**src/rtl/hash_arb.sv**
```systemverilog
// hash_arb: two-requester round-robin scheduler for the SHA-384/512 engine.
// It queues one job per requester, issues the winning job to the engine,
// waits for completion and returns a one-hot ack to the job's owner.
// Optional watchdog: define HASH_ARB_TMO_EN to add the WAIT timeout and the
// TERR state (err pulse plus engine clear). Without it, err is tied to zero.
module hash_arb #(
    parameter int unsigned TMO_CYCLES = 4096,
    parameter int unsigned TMO_W      = 13
) (
    input  logic       clk,
    input  logic       rst_n,
    input  logic [1:0] req,
    input  logic [4:0] req_op0,
    input  logic [4:0] req_op1,
    input  logic       abort,
    input  logic       hash_rdy,
    input  logic       hash_done,
    output logic       hash_en,
    output logic [4:0] hash_op,
    output logic       hash_clr,
    output logic       sel,
    output logic       busy,
    output logic [1:0] ack,
    output logic [1:0] err
);

    localparam int unsigned N_REQ = 2;
    localparam int unsigned OP_W  = 5;

`ifdef HASH_ARB_TMO_EN
    typedef enum logic [2:0] {
        S_IDLE  = 3'd0,
        S_ISSUE = 3'd1,
        S_WAIT  = 3'd2,
        S_DONE  = 3'd3,
        S_CLR   = 3'd4,
        S_TERR  = 3'd5
    } state_t;
`else
    typedef enum logic [2:0] {
        S_IDLE  = 3'd0,
        S_ISSUE = 3'd1,
        S_WAIT  = 3'd2,
        S_DONE  = 3'd3,
        S_CLR   = 3'd4
    } state_t;
`endif

    // Watchdog sizing check: this marker block only appears when the counter
    // is too narrow to reach the limit.
    if ((64'(1) << TMO_W) <= 64'(TMO_CYCLES)) begin : g_tmo_cfg_illegal
    end

    state_t            state;
    state_t            state_d;

    logic [N_REQ-1:0]  pend;
    logic [N_REQ-1:0]  pend_d;
    logic [OP_W-1:0]   op0_q;
    logic [OP_W-1:0]   op1_q;
    logic              last;
    logic              rdy_q;

    logic              grant_c;
    logic              gnt_idx_c;
    logic [OP_W-1:0]   gnt_op_c;

    logic              hash_en_d;
    logic [OP_W-1:0]   hash_op_d;
    logic              hash_clr_d;
    logic              sel_d;
    logic              busy_d;
    logic [N_REQ-1:0]  ack_d;
    logic              last_d;

`ifdef HASH_ARB_TMO_EN
    logic [TMO_W-1:0]  tmo_cnt;
    logic              tmo_hit_c;
    logic [N_REQ-1:0]  err_d;
    logic [N_REQ-1:0]  err_q;
`endif

    // Arbitration: the single pending requester, or the one not served last.
    always_comb begin
        gnt_idx_c = (pend == 2'b11) ? ~last : pend[1];
        gnt_op_c  = gnt_idx_c ? op1_q : op0_q;
        grant_c   = (state == S_IDLE) && !abort && rdy_q && (pend != '0);
    end

    // Pending flags: grant clears, a new request sets (set wins), abort flushes.
    always_comb begin
        pend_d = pend;
        if (grant_c) begin
            pend_d[gnt_idx_c] = 1'b0;
        end
        pend_d = pend_d | req;
        if (abort) begin
            pend_d = '0;
        end
    end

    // Request queue, op capture and engine-ready sample.
    always_ff @(posedge clk or negedge rst_n) begin
        if (!rst_n) begin
            pend  <= '0;
            op0_q <= '0;
            op1_q <= '0;
            rdy_q <= 1'b0;
        end else begin
            pend  <= pend_d;
            rdy_q <= hash_rdy;
            if (req[0]) begin
                op0_q <= req_op0;
            end
            if (req[1]) begin
                op1_q <= req_op1;
            end
        end
    end

`ifdef HASH_ARB_TMO_EN
    assign tmo_hit_c = (tmo_cnt == TMO_W'(TMO_CYCLES - 1));

    // Watchdog: zero outside WAIT, counts every WAIT cycle.
    always_ff @(posedge clk or negedge rst_n) begin
        if (!rst_n) begin
            tmo_cnt <= '0;
        end else if (state != S_WAIT) begin
            tmo_cnt <= '0;
        end else begin
            tmo_cnt <= tmo_cnt + TMO_W'(1);
        end
    end
`endif

    // FSM state register.
    always_ff @(posedge clk or negedge rst_n) begin
        if (!rst_n) begin
            state <= S_IDLE;
        end else begin
            state <= state_d;
        end
    end

    // FSM next state; abort overrides every state.
    always_comb begin
        state_d = state;
        if (abort) begin
            state_d = S_CLR;
        end else begin
            case (state)
                S_IDLE: begin
                    if (grant_c) begin
                        state_d = S_ISSUE;
                    end
                end
                S_ISSUE: state_d = S_WAIT;
                S_WAIT: begin
                    if (hash_done) begin
                        state_d = S_DONE;
                    end
`ifdef HASH_ARB_TMO_EN
                    else if (tmo_hit_c) begin
                        state_d = S_TERR;
                    end
`endif
                end
                S_DONE:  state_d = S_IDLE;
                S_CLR:   state_d = S_IDLE;
`ifdef HASH_ARB_TMO_EN
                S_TERR:  state_d = S_IDLE;
`endif
                default: state_d = S_IDLE;
            endcase
        end
    end

    // FSM outputs: next values of the registered outputs, keyed on the state entered.
    always_comb begin
        hash_en_d  = 1'b0;
        hash_clr_d = 1'b0;
        busy_d     = (state_d != S_IDLE);
        ack_d      = '0;
        sel_d      = sel;
        hash_op_d  = hash_op;
        last_d     = last;
`ifdef HASH_ARB_TMO_EN
        err_d      = '0;
`endif
        if (grant_c) begin
            sel_d     = gnt_idx_c;
            hash_op_d = gnt_op_c;
        end
        case (state_d)
            S_ISSUE: hash_en_d = 1'b1;
            S_DONE: begin
                ack_d  = sel ? 2'b10 : 2'b01;
                last_d = sel;
            end
            S_CLR: hash_clr_d = 1'b1;
`ifdef HASH_ARB_TMO_EN
            S_TERR: begin
                err_d      = sel ? 2'b10 : 2'b01;
                hash_clr_d = 1'b1;
                last_d     = sel;
            end
`endif
            default: begin
            end
        endcase
    end

    // Output and round-robin history registers.
    always_ff @(posedge clk or negedge rst_n) begin
        if (!rst_n) begin
            hash_en  <= 1'b0;
            hash_op  <= '0;
            hash_clr <= 1'b0;
            sel      <= 1'b0;
            busy     <= 1'b0;
            ack      <= '0;
            last     <= 1'b1;
        end else begin
            hash_en  <= hash_en_d;
            hash_op  <= hash_op_d;
            hash_clr <= hash_clr_d;
            sel      <= sel_d;
            busy     <= busy_d;
            ack      <= ack_d;
            last     <= last_d;
        end
    end

`ifdef HASH_ARB_TMO_EN
    // Timeout pulse register.
    always_ff @(posedge clk or negedge rst_n) begin
        if (!rst_n) begin
            err_q <= '0;
        end else begin
            err_q <= err_d;
        end
    end

    assign err = err_q;
`else
    assign err = '0;
`endif

endmodule

```
**config.mk**
```make
export PLATFORM = sky130hd
export DESIGN_NAME = hash_arb
export DESIGN_NICKNAME = d
export VERILOG_FILES = /design/src/rtl/hash_arb.sv
export SDC_FILE = /design/constraint.sdc
export NUM_CORES = 1
export LEC_CHECK = 0
export BUFFER_PORTS_ARGS = -buffer_cell sky130_fd_sc_hd__buf_2
export CAP_MARGIN = 25
export CORE_ASPECT_RATIO = 0.75
export CORE_UTILIZATION = 26
export DETAILED_ROUTE_END_ITERATION = 10
export SLEW_MARGIN = 20
export SYNTH_ARGS = -nofsm -noshare
export SYNTH_HDL_FRONTEND = slang
export SYNTH_SLANG_ARGS = --single-unit
export TNS_END_PERCENT = 50
```
**constraint.sdc**
```tcl
create_clock -name clk -period 2.8 [get_ports clk]
set_input_delay 0.28 -clock clk [delete_from_list [all_inputs] [get_ports clk]]
set_output_delay 0.28 -clock clk [all_outputs]
set_load 0.01 [all_outputs]
```
# Word-level counts from Yosys, hierarchy flattened

Index checks and enable logic that the tools add are counted.

Register bits after elaboration: 28
Input port bits: 17
Word-level logic and storage cells: 46

$lt $le $gt $ge: 2
Eq/ne operators: 6
Multiplexer cells: 14
Bitwise gates (word level): 4
Reductions and logical operators: 8

Operators by type and width:

| operator             | number |
|---|---|
| $mux W3              | 3 |
| $pmux W3 S3          | 1 |
| $mux W2              | 4 |
| $eq A3 B1 Y1 const B | 2 |
| $eq A3 B2 Y1 const B | 2 |
| $mux W5              | 1 |
| $logic_and A1 B1 Y1  | 4 |
| $mux W1              | 4 |
| $eq A3 B3 Y1 const B | 1 |
| $logic_not A3 Y1     | 1 |
| $reduce_bool A3 Y1   | 1 |
| $and A2 B2 Y2        | 1 |
| $eq A2 B2 Y1 const B | 1 |
| $lt A1 B2 Y1 const B | 1 |
| $not A2 Y2           | 1 |
| $or A2 B2 Y2         | 1 |
| $reduce_bool A2 Y1   | 1 |
| $demux W1 S1         | 1 |
| $ge A1 B1 Y1 const B | 1 |
| $logic_not A1 Y1     | 1 |
| $not A1 Y1           | 1 |

# Depth between registers and ports, before layout

Word-level depth: 11
Gate-level depth with buffers: 4
Gate-level depth less buffers: 3

# Worst setup path after synthesis

No wires, ideal clock.

Path kind: reg2reg
Start: register pend[0]
End: register busy
Library setup time: 0.149 ns
Data arrival time: 1.015 ns
Data required time: 2.651 ns
Path slack: 1.636 ns
Stages on the path, launching flop included: 4
Path buffers: 1
Period minus slack after synthesis: 1.164 ns
Cell sequence: dfrtp_1 buf_2 o211ai_1 nand4b_1

Word-level cells in the longest chain between the ends: 6

Ends and longest elaborated chain:

| what                     | line | text |
|---|---|---|
| start: declaration       | 57   | `logic [N_REQ-1:0] pend;` |
| start signal: assignment | 110  | `pend <= pend_d;` |
| $reduce_bool A2 Y1       | 87   | `grant_c = (state == S_IDLE) && !abort && rdy_q && (pend != '0);` |
| $logic_and A1 B1 Y1      | 87   |  |
| $mux W3                  | 153  | `if (grant_c) begin` |
| $pmux W3 S3              | 151  | `case (state)` |
| $mux W3                  | 148  | `if (abort) begin` |
| $reduce_bool A3 Y1       | 182  | `busy_d = (state_d != S_IDLE);` |
| net busy_d               | 72   | `logic busy_d;` |
| end signal: assignment   | 228  | `busy <= busy_d;` |
| end: declaration         | 22   | `output logic busy,` |

The timed path passes the listed nets, and every way through them passes these cells.
A chain may end at the register's enable or synchronous reset.

# Worst setup path after layout

Same ends and word-level chain as after synthesis.

==> metrics.md <==
| Metric | Value |
|---|---|
| Status | finished clean |
| Vias in the first global route | between 700 and 800 |
| Post-CTS Setup Repair Bufs | 0 |
| Final hold viol count | 0 |
| Yosys reg bits | 28 |
| PwrDens | between 600 and 700 mW/mm^2 |
| Critical path arrival | approximately 1500 ps |
| H-tree level count | 1 |
| Fraction of layout cells with a size suffix above 1 | 0.421 |
| Worst slack, placed | ~1400 ps |
| Commonest cells after routing, fill and taps aside | dfrtp_1, buf_2, mux2_2 |
| All-Layer GR Usage | 0.109 |
| Worst path cell trace | o211ai_1 > nand4b_1 |
| Final #Nets | 125 |
| Initial core utilization | 0.272 |
| Post-Syn Area per Cell | roughly 14 um^2 |
| Core ar. | between 0.004 and 0.005 mm^2 |
| Clock skew | 0.624 ps |
| Unrepaired setup endpoints after global routing | false |
| Avg WL per Cell | about 13 um |
| Most used flip-flop cell after synthesis | dfrtp_1 |
| Gate Count Post-Synth | between 80 and 90 |
| CTS root buf | clkbuf_8 |
| Largest net degree at the start of global routing | 29 |
| Worst-path maximum fanout | 10 |
| N_diodes | 0 |
| Area growth syn-to-layout | 20.5% |
| Antenna viol nets, final | 0 |
| Via count | between 700 and 800 |
| First-pass GRT wire length | about 3700 um |
| # DRC | 0 |
| Max-slew violation count | 0 |
| Async SR Flop Fraction | 1.00 |
| CTS clock-pin slew for the worst setup and hold paths | ~90 ps |
| CP startpoint kind | flop |
| Seq. cell area | roughly 700 um^2 |
| Setup ws final | 1410 ps |
| Critical-path top delay cell | o211ai_1 |
| Pre-Repair DR Iteration Count | 2 |
| CTS buffer count | 3 |
| Hold crit path type | input port to async pin |
| Final setup vio count | 0 |
| Final period util | 0.497 |
| CP Data Required Time | ~3000 ps |
| Boundary Pins | 30 |
| Die W | 77.4 um |
| Max Freq | between 0.7 and 0.8 GHz |
| VDD IR-drop max | about 270 uV |
| Worst stage delay on the critical path | 600 ps |
| Initial DRC Count | 10 |
| Initial antenna violation count | 0 |
| Tmin final | ~1400 ps |
| # resized after CTS | 0 |
| Register area share after synthesis | 0.633 |
| Site Rows | 20 |
| Fillers | between 400 and 500 |
| Area of the multi-input gates | roughly 360 um^2 |
| Clock Sinks | 28 |
| Yosys warns | 0 |
| Setup TNS | 0 ps |
| Wire length after detailed routing | around 2100 um |
| Slew HR | 0.547 |
| Type of the worst setup path | flop to flop |
| Leak | between 0.6 and 0.7 nW |
| Routability cong. | 0.862 |
| Die H | 58.6 um |
| Unique masters post-synth | 26 |
| Max-cap check violation count | 0 |
| Clock latency on the worst-skew pair | around 270 ps |
| Dpl hpwl | between 1500 and 2000 um |
| # port buffers | 27 |
| Via density | 4.44 |
| Max Root-Sink Buffers | 2 |
| Slew @ Worst Pin | slightly below 700 ps |
| Die ar. | 0.00453 mm^2 |
| # hold bufs at CTS | 0 |
| GRT overflow | 0 |
| Post-synth EDFFs | 0 |
| CTS tree | built |
| Critical Path End Type | flop |
| Synthesized cell area | ~0.0011 mm^2 |
==> cell usage after synthesis (all sizes together) (2+ instances only) <==
cell / number / area share
mux2: 11 / 0.11
nor2: 5 / 0.017
inv: 3 / 0.010
a32oi: 5 / 0.040
dfrtp: 27 / 0.61
nand3: 2 / 0.014
o2bb2ai: 5 / 0.040
buf: 3 / 0.018
nand2: 2 / 0.0068
clkbuf: 4 / 0.014
nand2b: 2 / 0.011
==> state kept, by name (all words and copies together), names as in the netlist <==
signal	flops
hash_en	1
sel	1
busy	1
op1_q	5
hash_clr	1
last	1
state	3
ack	2
pend	2
hash_op	5
op0_q	5
rdy_q	1
==> critical path, delay by kind of cell (launching register included) <==
kind             cells  cell delay (ps)
flip-flops           1              490
AND/OR/NAND/NOR      1              160
AO/OA/AOI/OAI        1              600
==> layer usage <==
metal,global-route usage,up-vias,part of all wire
li1,-,341,-
met1,0.145,355,0.47
met2,0.177,24,0.46
met3,0.0434,0,0.069
met4,0.00809,0,0
met5,0,-,0
==> final cells by class <==
| class | instances | area share |
|---|---|---|
| clock buffer | 4 | 0.0412 |
| inverter | 3 | 0.00843 |
| multi-input combinational | 45 | 0.272 |
| sequential | 28 | 0.525 |
| tap | 55 | 0.0515 |
| timing repair buffer | 27 | 0.101 |
==> cells by family after synthesis <==
logic type	synth area share
flip-flops	0.633
multiplexers	0.112
buffers and inverters	0.0417
AND/OR/NAND/NOR	0.0824
AO/OA/AOI/OAI	0.120
XOR/XNOR	0.00790
other	0.00338
==> path summary, 6_finish.rpt <==
check / from / endpoint / slack [ps] / cells past startpoint
max: pend[0] / busy / 1410 / 2
min: rst_n / busy / 9 / 1
max reg2reg: pend[0] / busy / 1410 / 2
min reg2reg: hash_op[2] / hash_op[2] / 500 / 1
max in group asynchronous: rst_n / op0_q[0] / 2390 / 1
min in group clk: hash_rdy / rdy_q / 110 / 1
==> report_power, final <==
part,leakage (nW),switching (mW),total (mW),internal [mW]
Sequential,0.344,0.0327,0.483,0.451
Clock,0.0288,0.115,0.241,0.126
Combinational,0.258,0.0647,0.129,0.0646
Total,0.630,0.213,0.853,0.641
==> per-stage QoR <==
stage                     utilization  power, mW  area [um^2]  hold slack (ps)  instances
after CTS                       0.328      0.873         1340             27.2        162
after global placement          0.314      0.616         1280              315        158
after floorplan                     -      0.560         1110            -15.6         83
after global routing            0.328      0.911         1340             51.9        162
after detailed placement        0.314      0.622         1280              328        158
final                           0.328      0.853         1340             9.29        162
Note: power is estimated with default switching activity, not from simulation.
